`config.mk`:
```
export PLATFORM = sky130hd
export DESIGN_NAME = ram_result_reader
export DESIGN_NICKNAME = d
export VERILOG_FILES = /design/src/rtl/ram_result_reader.sv
export SDC_FILE = /design/constraint.sdc
export NUM_CORES = 1
export LEC_CHECK = 0
export CAP_MARGIN = 5
export CORE_ASPECT_RATIO = 1.25
export CORE_UTILIZATION = 35
export CTS_CLUSTER_DIAMETER = 150
export DETAILED_ROUTE_END_ITERATION = 10
export MAX_ROUTING_LAYER = met4
export PLACE_DENSITY = 0.65
export SYNTH_ARGS = -nofsm -noshare
export SYNTH_HDL_FRONTEND = slang
export SYNTH_SLANG_ARGS = --single-unit
```
`constraint.sdc`:
```
create_clock -name clk -period 1.7 [get_ports clk]
set_input_delay 0.34 -clock clk [delete_from_list [all_inputs] [get_ports clk]]
set_output_delay 0.34 -clock clk [all_outputs]
set_load 0.05 [all_outputs]
```
`src/rtl/ram_result_reader.sv`:
```
// Result SRAM read-back: on start, fetches N_WORDS words from address 0 and streams each
// word MSB-first over a valid/ready serial port. Flags err when the SRAM misses its ry deadline.
module ram_result_reader #(
  parameter int unsigned ADDR_W  = 4,
  parameter int unsigned N_WORDS = 16,
  parameter int unsigned DATA_W  = 32,
  parameter int unsigned TIMEOUT = 15
) (
  input  logic              clk,
  input  logic              rst,
  input  logic              start,
  output logic              cs_n,
  output logic              we_n,
  output logic [ADDR_W-1:0] address,
  input  logic [DATA_W-1:0] read_data,
  input  logic              ry,
  output logic              P_out,
  output logic              P_valid,
  output logic              P_first,
  input  logic              P_ready,
  output logic              busy,
  output logic              done,
  output logic              err
);

  localparam int unsigned BitW = $clog2(DATA_W);
  localparam int unsigned TmoW = $clog2(TIMEOUT + 1);

  localparam logic [ADDR_W-1:0] LastWord = ADDR_W'(N_WORDS - 1);
  localparam logic [BitW-1:0]   LastBit  = BitW'(DATA_W - 1);
  localparam logic [TmoW-1:0]   TmoLast  = TmoW'(TIMEOUT - 1);

  typedef enum logic [2:0] {
    StIdle,
    StReq,
    StWait,
    StShift,
    StDone
  } state_e;

  state_e              r_state;
  state_e              w_state_d;
  logic [ADDR_W-1:0]   r_word;
  logic [ADDR_W-1:0]   w_word_d;
  logic [BitW-1:0]     r_bit;
  logic [BitW-1:0]     w_bit_d;
  logic [TmoW-1:0]     r_tmo;
  logic [TmoW-1:0]     w_tmo_d;
  logic [DATA_W-1:0]   r_shift;
  logic [DATA_W-1:0]   w_shift_d;

  logic [ADDR_W-1:0]   r_address;
  logic [ADDR_W-1:0]   w_address_d;
  logic                r_cs_n;
  logic                w_cs_n_d;
  logic                r_p_out;
  logic                w_p_out_d;
  logic                r_p_valid;
  logic                w_p_valid_d;
  logic                r_p_first;
  logic                w_p_first_d;
  logic                r_busy;
  logic                w_busy_d;
  logic                r_done;
  logic                w_done_d;
  logic                r_err;
  logic                w_err_d;

  logic                w_accept;
  logic                w_timeout;
  logic                w_start_ok;

  assign w_accept   = r_p_valid & P_ready;
  assign w_timeout  = (r_state == StWait) & ~ry & (r_tmo == TmoLast);
  assign w_start_ok = (r_state == StIdle) & start;

  // State and datapath registers
  always_ff @(posedge clk or negedge rst) begin
    if (!rst) begin
      r_state   <= StIdle;
      r_word    <= '0;
      r_bit     <= '0;
      r_tmo     <= '0;
      r_shift   <= '0;
      r_address <= '0;
      r_cs_n    <= 1'b1;
      r_p_out   <= 1'b0;
      r_p_valid <= 1'b0;
      r_p_first <= 1'b0;
      r_busy    <= 1'b0;
      r_done    <= 1'b0;
      r_err     <= 1'b0;
    end else begin
      r_state   <= w_state_d;
      r_word    <= w_word_d;
      r_bit     <= w_bit_d;
      r_tmo     <= w_tmo_d;
      r_shift   <= w_shift_d;
      r_address <= w_address_d;
      r_cs_n    <= w_cs_n_d;
      r_p_out   <= w_p_out_d;
      r_p_valid <= w_p_valid_d;
      r_p_first <= w_p_first_d;
      r_busy    <= w_busy_d;
      r_done    <= w_done_d;
      r_err     <= w_err_d;
    end
  end

  // Next-state and counter logic
  always_comb begin
    w_state_d = r_state;
    w_word_d  = r_word;
    w_bit_d   = r_bit;
    w_tmo_d   = r_tmo;
    w_shift_d = r_shift;
    unique case (r_state)
      StIdle: begin
        if (start) begin
          w_state_d = StReq;
          w_word_d  = '0;
        end
      end
      StReq: begin
        w_state_d = StWait;
        w_tmo_d   = '0;
      end
      StWait: begin
        if (ry) begin
          w_state_d = StShift;
          w_shift_d = read_data;
          w_bit_d   = '0;
        end else if (r_tmo == TmoLast) begin
          w_state_d = StDone;
        end else begin
          w_tmo_d = r_tmo + TmoW'(1);
        end
      end
      StShift: begin
        if (w_accept) begin
          w_shift_d = {r_shift[DATA_W-2:0], 1'b0};
          w_bit_d   = r_bit + BitW'(1);
          if (r_bit == LastBit) begin
            if (r_word == LastWord) begin
              w_state_d = StDone;
            end else begin
              w_word_d  = r_word + ADDR_W'(1);
              w_state_d = StReq;
            end
          end
        end
      end
      StDone: begin
        w_state_d = StIdle;
      end
      default: begin
        w_state_d = StIdle;
      end
    endcase
  end

  // Outputs are decoded from the upcoming state so every port comes straight from a flop
  always_comb begin
    w_cs_n_d    = (w_state_d != StReq);
    w_address_d = (w_state_d == StReq) ? w_word_d : r_address;
    w_p_valid_d = (w_state_d == StShift);
    w_p_out_d   = w_p_valid_d & w_shift_d[DATA_W-1];
    w_p_first_d = w_p_valid_d & (w_bit_d == '0);
    w_busy_d    = (w_state_d == StReq) || (w_state_d == StWait) || (w_state_d == StShift);
    w_done_d    = (w_state_d == StDone);
    w_err_d     = r_err;
    if (w_start_ok) begin
      w_err_d = 1'b0;
    end else if (w_timeout) begin
      w_err_d = 1'b1;
    end
  end

  assign cs_n    = r_cs_n;
  assign we_n    = 1'b1;
  assign address = r_address;
  assign P_out   = r_p_out;
  assign P_valid = r_p_valid;
  assign P_first = r_p_first;
  assign busy    = r_busy;
  assign done    = r_done;
  assign err     = r_err;

endmodule

```
### Yosys cells after proc, flatten, opt, wreduce, memory -nomap -nowiden

Index checks and enable logic that the tools add are counted.

* $lt $le $gt $ge: 0
* $add $sub $neg: 3
* shift-type cells: 0
* multiplexer cells: 23
* div/mod/pow operators: 0
* equal/unequal tests: 15
* $mul: 0
* reduce and logical (&&, ||, !) cells: 9
* bitwise gates (word level): 7

Operators with widths (count)
* $mux W32: 2
* $pmux W32 S2: 1
* $mux W4: 6
* $mux W3: 6
* $pmux W4 S2: 2
* $eq A3 B2 Y1 const B: 4
* $pmux W3 S4: 1
* $mux W5: 2
* $pmux W5 S2: 1
* $add A4 B1 Y4 const B: 2
* $eq A4 B4 Y1 const B: 2
* $ne A2 B2 Y1 const B: 4
* $and A1 B1 Y1: 6
* $eq A3 B1 Y1 const B: 2
* $reduce_and A3 Y1: 2
* $reduce_bool A2 Y1: 3
* $add A5 B1 Y5 const B: 1
* $eq A5 B5 Y1 const B: 1
* $logic_not A5 Y1: 1
* $eq A3 B3 Y1 const B: 1
* $logic_not A3 Y1: 1
* $ne A3 B1 Y1 const B: 1
* $logic_or A1 B1 Y1: 2
* $mux W1: 2
* $not A1 Y1: 1

* logic and storage cells: 71
* input port bits: 37
* register bits after elaboration: 59
* latch bits: 0
* ROM bits: 0
* memories: 0
* memory bits (writable): 0

### Longest topological paths before layout

Gate-level depths: netlist of run 1.

* depth after elaboration: 8
* gate-level depth with buffers: 8
* mapped depth without buffers: 7

### Worst setup path after synthesis of run 1

No wires, ideal clock.

* kind: reg-to-reg
* from: reg r_bit[0]
* to: reg r_address[2], in the netlist address[2]
* arrival time: 1676 ps
* clock period less this slack: 1768 ps
* data required time: 1608 ps
* slack: -68 ps
* stages on the path, launching flop included: 9
* library setup time: 92 ps
* cells stage by stage: dfrtp_1 ha_1 and3_1 ha_1 and3_1 a31oi_1 buf_4 nand2_1 o31ai_2

* word-level cells in the longest chain between the ends: 5

RTL lines
* start, declared: RTL line 45 `logic [BitW-1:0] r_bit;`
* start signal, assigned: RTL line 96 `r_bit <= w_bit_d;`
* $eq A5 B5 Y1 *: RTL line 143 `if (r_bit == LastBit) begin`
* $mux W3: RTL line 143
* $mux W3: RTL line 140 `if (w_accept) begin`
* $pmux W3 S4: RTL line 117 `unique case (r_state)`
* $eq A3 B1 Y1: RTL line 165 `w_address_d = (w_state_d == StReq) ? w_word_d : r_address;`
* end signal, assigned: RTL line 99 `r_address <= w_address_d;`
* end, declared: RTL line 52 `logic [ADDR_W-1:0] r_address;`

Mark *: on every way between the ends. The rest lies on a longest branch, timed or not.
A chain may end at the register's enable or synchronous reset.

### Worst setup path in the final report of run 1

* from: reg r_bit[1]
* to: reg r_word[3]

* word-level cells in the longest chain between the ends: 4

RTL lines
* $eq A5 B5 Y1: RTL line 143
* $mux W4: RTL line 143
* $mux W4: RTL line 140
* $pmux W4 S2: RTL line 117
* net w_word_d[3]: RTL line 44 `logic [ADDR_W-1:0] w_word_d;`
* end signal, assigned: RTL line 95 `r_word <= w_word_d;`
* end, declared: RTL line 43 `logic [ADDR_W-1:0] r_word;`

The timed path passes the listed nets, and every way through them passes these cells.

==> impl_metrics.env, run 1 <==
export IMPL_crit_path_cell_trace="ha_2, and3_1, ha_2, buf_4, nand4_1, mux2i_2, o22ai_1"
export IMPL_critPathMaxFanout=3
export IMPL_critical_path_class="register to register"
export IMPL_fin_crit_ps=1680
export IMPL_grt_overflow_total=0
export IMPL_hold_viol=0
export IMPL_final_antenna_net_count=0
export IMPL_path_buf_inv=1
export IMPL_path_delay_family="flip-flops"
export IMPL_final_cell_mix="nand2_1 (82), dfrtp_1 (58), clkdlybuf4s50_1 (35)"
export IMPL_cap_violations=0
export IMPL_synth_ff_type="dfrtp_1"
export IMPL_clkTransAtPathRegs_ps=60
export IMPL_cpMostUsedCell="ha_2"
export IMPL_fin_util_pct=48.1
export IMPL_globalplace_congestion=0.765
export IMPL_synthArstFlopShare_pct=100
export IMPL_synth_top_cells_by_area="dfrtp_1 (52%), nand2_1 (11%), a22oi_1 (5.4%)"
export IMPL_numCtsBuffers=9
export IMPL_cts_tree="yes"
export IMPL_syn_nets=319
export IMPL_met1_usage_pct=20.5
export IMPL_seq_area_frac_synth_pct=52.8
export IMPL_critPathMaxStageDelay_ps=380
export IMPL_layout_drive_gt1_share_pct=22.7
export IMPL_avgRoutedWirePerCell_microns=13.3
export IMPL_synth_top_area_share_pct=51.9
export IMPL_synth_edf_count=0
export IMPL_crit_path_start_kind="register"
export IMPL_design_area_sq_um=3750
export IMPL_leakage_uw=0.00176
export IMPL_totalNegativeSetupSlack_ps=0
export IMPL_cts_root_buffer="clkbuf_8"
export IMPL_io_pins=49
export IMPL_fin_worst_skew_ps=10.5
export IMPL_nets=390
export IMPL_drc_errors=0
export IMPL_antenna_found_initial=0
export IMPL_syn_inst=277
export IMPL_clock_sinks=59
export IMPL_dieArea_sq_um=8360
export IMPL_postSynthAreaPerCell_sq_um=10.1
export IMPL_end_kind="register"
export IMPL_grt_setup_unrepaired="yes"
export IMPL_rows=36
export IMPL_first_global_vias=2258
export IMPL_min_path_type="register to register"
export IMPL_layout_commonest_cell="nand2_1"
export IMPL_die_h_microns=102
export IMPL_drtIter0Drc=70
export IMPL_htreeDepth=3
export IMPL_insertion_delay_ps=340
export IMPL_ff2ff_setup_slack_ps=20
export IMPL_netlist_area_sq_um=2800
export IMPL_gr_usage_met2_pct=25.3
export IMPL_wl_microns=5940
export IMPL_cts_buffer_depth=2
export IMPL_fmaxAchievable_ghz=0.597
export IMPL_dp_hpwl_microns=4060
export IMPL_post_dp_cell_area_sq_um=3480
export IMPL_synth_seq_cells=59
export IMPL_syn2layout_area_growth_pct=34.1
export IMPL_pre_cts_ws_ps=-154
export IMPL_grt_pass1_wl_microns=10100
export IMPL_status="completed"
export IMPL_die_w_microns=82.0
export IMPL_fin_ws_ps=24.0
export IMPL_netlist_cell_type_count=43
export IMPL_viasPerCell=5.04
export IMPL_core_sq_um=7790
export IMPL_vias=2256
export IMPL_arrival_ps=1890
export IMPL_drv_slew=0
export IMPL_fin_crit_sh_pct=98.6
export IMPL_start_util_pct=35.9
export IMPL_yosysTopAreaCell="dfrtp_1"
export IMPL_ys_warn_count=0
export IMPL_finalSetupViolations=0
export IMPL_grt_busiest_layer="met2"
export IMPL_grt_max_degree=60
export IMPL_ir_worst_vdd_v=0.000782
export IMPL_drtPass1Iterations=4
export IMPL_power_density_nw_per_um2=1490
export IMPL_port_buffers=47
export IMPL_met3_usage_pct=3.84
export IMPL_n_antenna_cell=0
export IMPL_critPathRequiredTime_ps=1910
export IMPL_cp_slowest_cell="dfrtp_1"
export IMPL_grtUsageTotal_pct=16.6
cell usage after synthesis, types with 5 or more instances:
library cell	instances
dfrtp_1	58
nand3_1	6
a31oi_1	5
ha_1	5
a22oi_1	20
inv_1	5
o21ai_1	5
a21oi_1	5
buf_2	10
a22oi_2	10
nand2_1	83
o21ai_0	8
and3_1	5
worst reg2reg max path, stage by stage (launching register included):
cell and delay [ps]:
dfrtp_1 380, ha_2 190, and3_1 140, ha_2 190
buf_4 140, nand4_1 130, mux2i_2 270, o22ai_1 110
metrics by stage:
step           hold slack [ps]  instances  total power, uW
2_1_floorplan             44.4        277             3670
3_3_place_gp               369        427             4340
3_5_place_dp               374        427             4390
4_1_cts                   1.23        444             5570
5_1_grt                    503        448             6040
6_report                   474        448             5600
report_power, final:
part	total (uW)	switching, uW	internal [uW]	leakage, uW
registers	2260	353	1910	0.000756
clock network	1140	532	610	0.0000907
logic	2200	1220	972	0.000911
total	5600	2110	3490	0.00176
logic make-up after synthesis:
logic type	after synthesis	synth area share, %
adders and majority gates	5	2.24
other	1	0.134
AOI/OAI and AO/OA	68	18.6
muxes	4	1.43
and+or+nand+nor	118	19.9
DFF	59	52.8
buffers and inverters	22	4.87
path summary, 6_finish.rpt:
kind | from | end | cells after the start
max | r_bit[1] | r_word[3] | 7
min | r_shift[30] | r_shift[30] | 2
max reg2reg | r_bit[1] | r_word[3] | 7
min reg2reg | r_shift[30] | r_shift[30] | 2
max in group asynchronous | rst | cs_n | 3
min in group asynchronous | rst | r_shift[22] | 3
flip-flops by register name (all words and copies together), names as in the netlist:
signal,cells
P_first,1
P_out,1
P_valid,1
address,4
busy,1
cs_n,1
done,1
err,1
r_bit,5
r_shift,32
r_state,3
r_tmo,4
r_word,4
final cells by class:
type	instances	area, sq um
fillers	763	4040
inverters	5	18.8
repair buffers	77	727
well taps	95	119
clock buffers	14	163
clock inverters	2	13.8
multi-input cells	196	1230
flip-flops and latches	59	1480
layer usage:
layer  share of wire (%)  wire [microns]
met3                 4.2             250
met2                  47            2800
met4                 2.0             118
met5                   0               0
met1                  47            2770
repair_timing:
action,in CTS,in global routing
gates resized for setup,3,13
cloned,1,0
setup endpoints to repair,6,24
buffers inserted,0,3
endpoints found under the hold margin,0,3
pin swaps,0,2
hold buffers,0,1
Power figures use the tool's default switching activity.
==> run 2: changes to the inputs <==
--- a/config.mk
+++ b/config.mk
@@ -10,8 +10,10 @@
 export CORE_UTILIZATION = 35
 export CTS_CLUSTER_DIAMETER = 150
 export DETAILED_ROUTE_END_ITERATION = 10
+export GPL_ROUTABILITY_DRIVEN = 0
 export MAX_ROUTING_LAYER = met4
-export PLACE_DENSITY = 0.65
+export PLACE_DENSITY = 0.68
+export SLEW_MARGIN = 25
 export SYNTH_ARGS = -nofsm -noshare
 export SYNTH_HDL_FRONTEND = slang
 export SYNTH_SLANG_ARGS = --single-unit
==> run 2 against run 1 <==
The run now ends with hold timing left. Critical path type unchanged. First-iteration DRC count grew 29%. Setup slack better by 14 ps. Cell count shrank 0.89%. Clock skew down 5.8 ps. Register-to-register slack about the same. Sequential power barely moved. Count of clock-buffer cells in the layout down 1. Combinational power down 3%. Hold slack got worse by 490 ps. Fmax is 0.84% higher. Clock power rose by 12%.
==> impl_metrics.env, run 2 (same netlist as run 1, synthesis figures left out) <==
export IMPL_status="complete, but fails checks"
export IMPL_violations="hold timing"
export IMPL_largest_registers="r_shift x32, r_bit x5"
export IMPL_design_area_sq_um=3740
export IMPL_cap_violations=0
export IMPL_finalSetupViolations=0
export IMPL_leakage_uw=0.00175
export IMPL_final_cell_mix="nand2_1 (83), dfrtp_1 (58), clkdlybuf4s50_1 (35)"
export IMPL_final_antenna_net_count=0
export IMPL_io_pins=49
export IMPL_insertion_delay_ps=330
export IMPL_path_buf_inv=1
export IMPL_syn2layout_area_growth_pct=33.8
export IMPL_cts_buffer_depth=2
export IMPL_critPathMaxFanout=5
export IMPL_layout_drive_gt1_share_pct=22.1
export IMPL_drc_errors=0
export IMPL_whs_ps=-14.4
export IMPL_first_global_vias=2194
export IMPL_path_delay_family="simple AND/OR/NAND/NOR gates"
export IMPL_grt_max_degree=60
export IMPL_grt_pass1_wl_microns=10200
export IMPL_port_buffers=47
export IMPL_crit_path_cell_trace="ha_2, and3_4, ha_4, and3_4, a31oi_4, buf_6, nand2_1, o31ai_2"
export IMPL_drtPass1Iterations=5
export IMPL_grtUsageTotal_pct=16.9
export IMPL_grt_setup_unrepaired="yes"
export IMPL_finalPower_uw=5690
export IMPL_fmaxAchievable_ghz=0.602
export IMPL_cts_tree="yes"
export IMPL_pre_cts_ws_ps=-165
export IMPL_avgRoutedWirePerCell_microns=14.0
export IMPL_core_sq_um=7790
export IMPL_critPathMaxStageDelay_ps=390
export IMPL_numCtsBuffers=9
export IMPL_nets=387
export IMPL_cp_slowest_cell="dfrtp_1"
export IMPL_die_w_microns=82.0
export IMPL_htreeDepth=3
export IMPL_viasPerCell=5.17
export IMPL_fin_worst_skew_ps=4.64
export IMPL_vias=2297
export IMPL_layout_commonest_cell="nand2_1"
export IMPL_die_h_microns=102
export IMPL_end_kind="register"
export IMPL_ff2ff_setup_slack_ps=40
export IMPL_arrival_ps=1900
export IMPL_power_density_nw_per_um2=1520
export IMPL_critical_path_class="register to register"
export IMPL_fin_ws_ps=38.1
export IMPL_cts_root_buffer="clkbuf_8"
export IMPL_post_dp_cell_area_sq_um=3440
export IMPL_antenna_found_initial=0
export IMPL_clock_sinks=59
export IMPL_hold_viol=7
export IMPL_ir_worst_vdd_v=0.000869
export IMPL_grt_overflow_total=0
export IMPL_rows=36
export IMPL_start_util_pct=35.9
export IMPL_fin_util_pct=48.0
export IMPL_drv_slew=0
export IMPL_startpoint="r_bit[1]"
export IMPL_holdBufCountCts=0
export IMPL_largest_reg_flops=32
export IMPL_r2r_start="r_bit[1]"
export IMPL_min_path_type="primary input to asynchronous set/reset pin"
export IMPL_dieArea_sq_um=8360
export IMPL_top_register="r_shift"
export IMPL_fin_crit_ps=1660
export IMPL_fillers=737
export IMPL_drtIter0Drc=90
export IMPL_critPathRequiredTime_ps=1940
export IMPL_n_antenna_cell=0
export IMPL_clkTransAtPathRegs_ps=70
export IMPL_dp_hpwl_microns=4220
export IMPL_cpMostUsedCell="and3_4"
export IMPL_wl_microns=6220
export IMPL_crit_path_start_kind="register"
export IMPL_fin_crit_sh_pct=97.8
-- run 2: per-stage QoR --
step | TNS (ps) | std cells
after floorplan | 0 | 277
after global placement | -5030 | 424
after detailed placement | -5400 | 424
after CTS | 0 | 440
after global routing | -105 | 444
final | 0 | 444
-- run 2: report_power, final --
group	total [uW]	switching (uW)	leakage, uW	internal [uW]
Clock	1280	529	0.0000995	748
Combinational	2140	1230	0.000890	912
Sequential	2270	357	0.000756	1910
Total	5690	2120	0.00175	3570
-- run 2: cell type report --
class                   count  area (sq um)  area share (%)
flip-flops and latches     59          1480            39.5
multi-input cells         196          1240            33.2
repair buffers             74           689            18.4
clock buffers              13           159            4.25
well taps                  95           119            3.18
clock inverters             2          35.0           0.936
inverters                   5          18.8           0.502
-- run 2: worst reg2reg max path, cell delays in order, from the launching register on --
cell and delay [ps]:
dfrtp_1 390, ha_2 200, and3_4 150, ha_4 170, and3_4 190, a31oi_4 200, buf_6 150, nand2_1 60
o31ai_2 60
-- run 2: repair_timing --
item | CTS | global route
cloned | 1 | 0
setup buffers | 0 | 4
pin swaps | 1 | 4
gates resized for setup | 4 | 12
hold endpoints to repair | 0 | 0
setup endpoints to repair | 6 | 17
-- run 2: path summary, 6_finish.rpt --
| path | end | cells after the start |
|---|---|---|
| setup / recovery | address[3] | 8 |
| hold / removal | r_tmo[3] | 2 |
| setup reg to reg | address[3] | 8 |
| hold reg to reg | r_shift[26] | 2 |
| max in group asynchronous | cs_n | 2 |
| min in group clk | r_shift[26] | 2 |
-- run 2: layer usage --
metal  routed length, microns  track usage (%)
met2                     3070             25.4
met1                     2800             21.6
met3                      229             3.57
met5                        0                -
met4                      114             7.69
==> run 3: changes to the inputs <==
--- a/config.mk
+++ b/config.mk
@@ -5,6 +5,7 @@
 export SDC_FILE = /design/constraint.sdc
 export NUM_CORES = 1
 export LEC_CHECK = 0
+export ABC_CLOCK_PERIOD_IN_PS = 1700
 export CAP_MARGIN = 5
 export CORE_ASPECT_RATIO = 1.25
 export CORE_UTILIZATION = 35
==> results of run 3 <==
The final DEF is identical to that of run 2; final timing and power are the same.
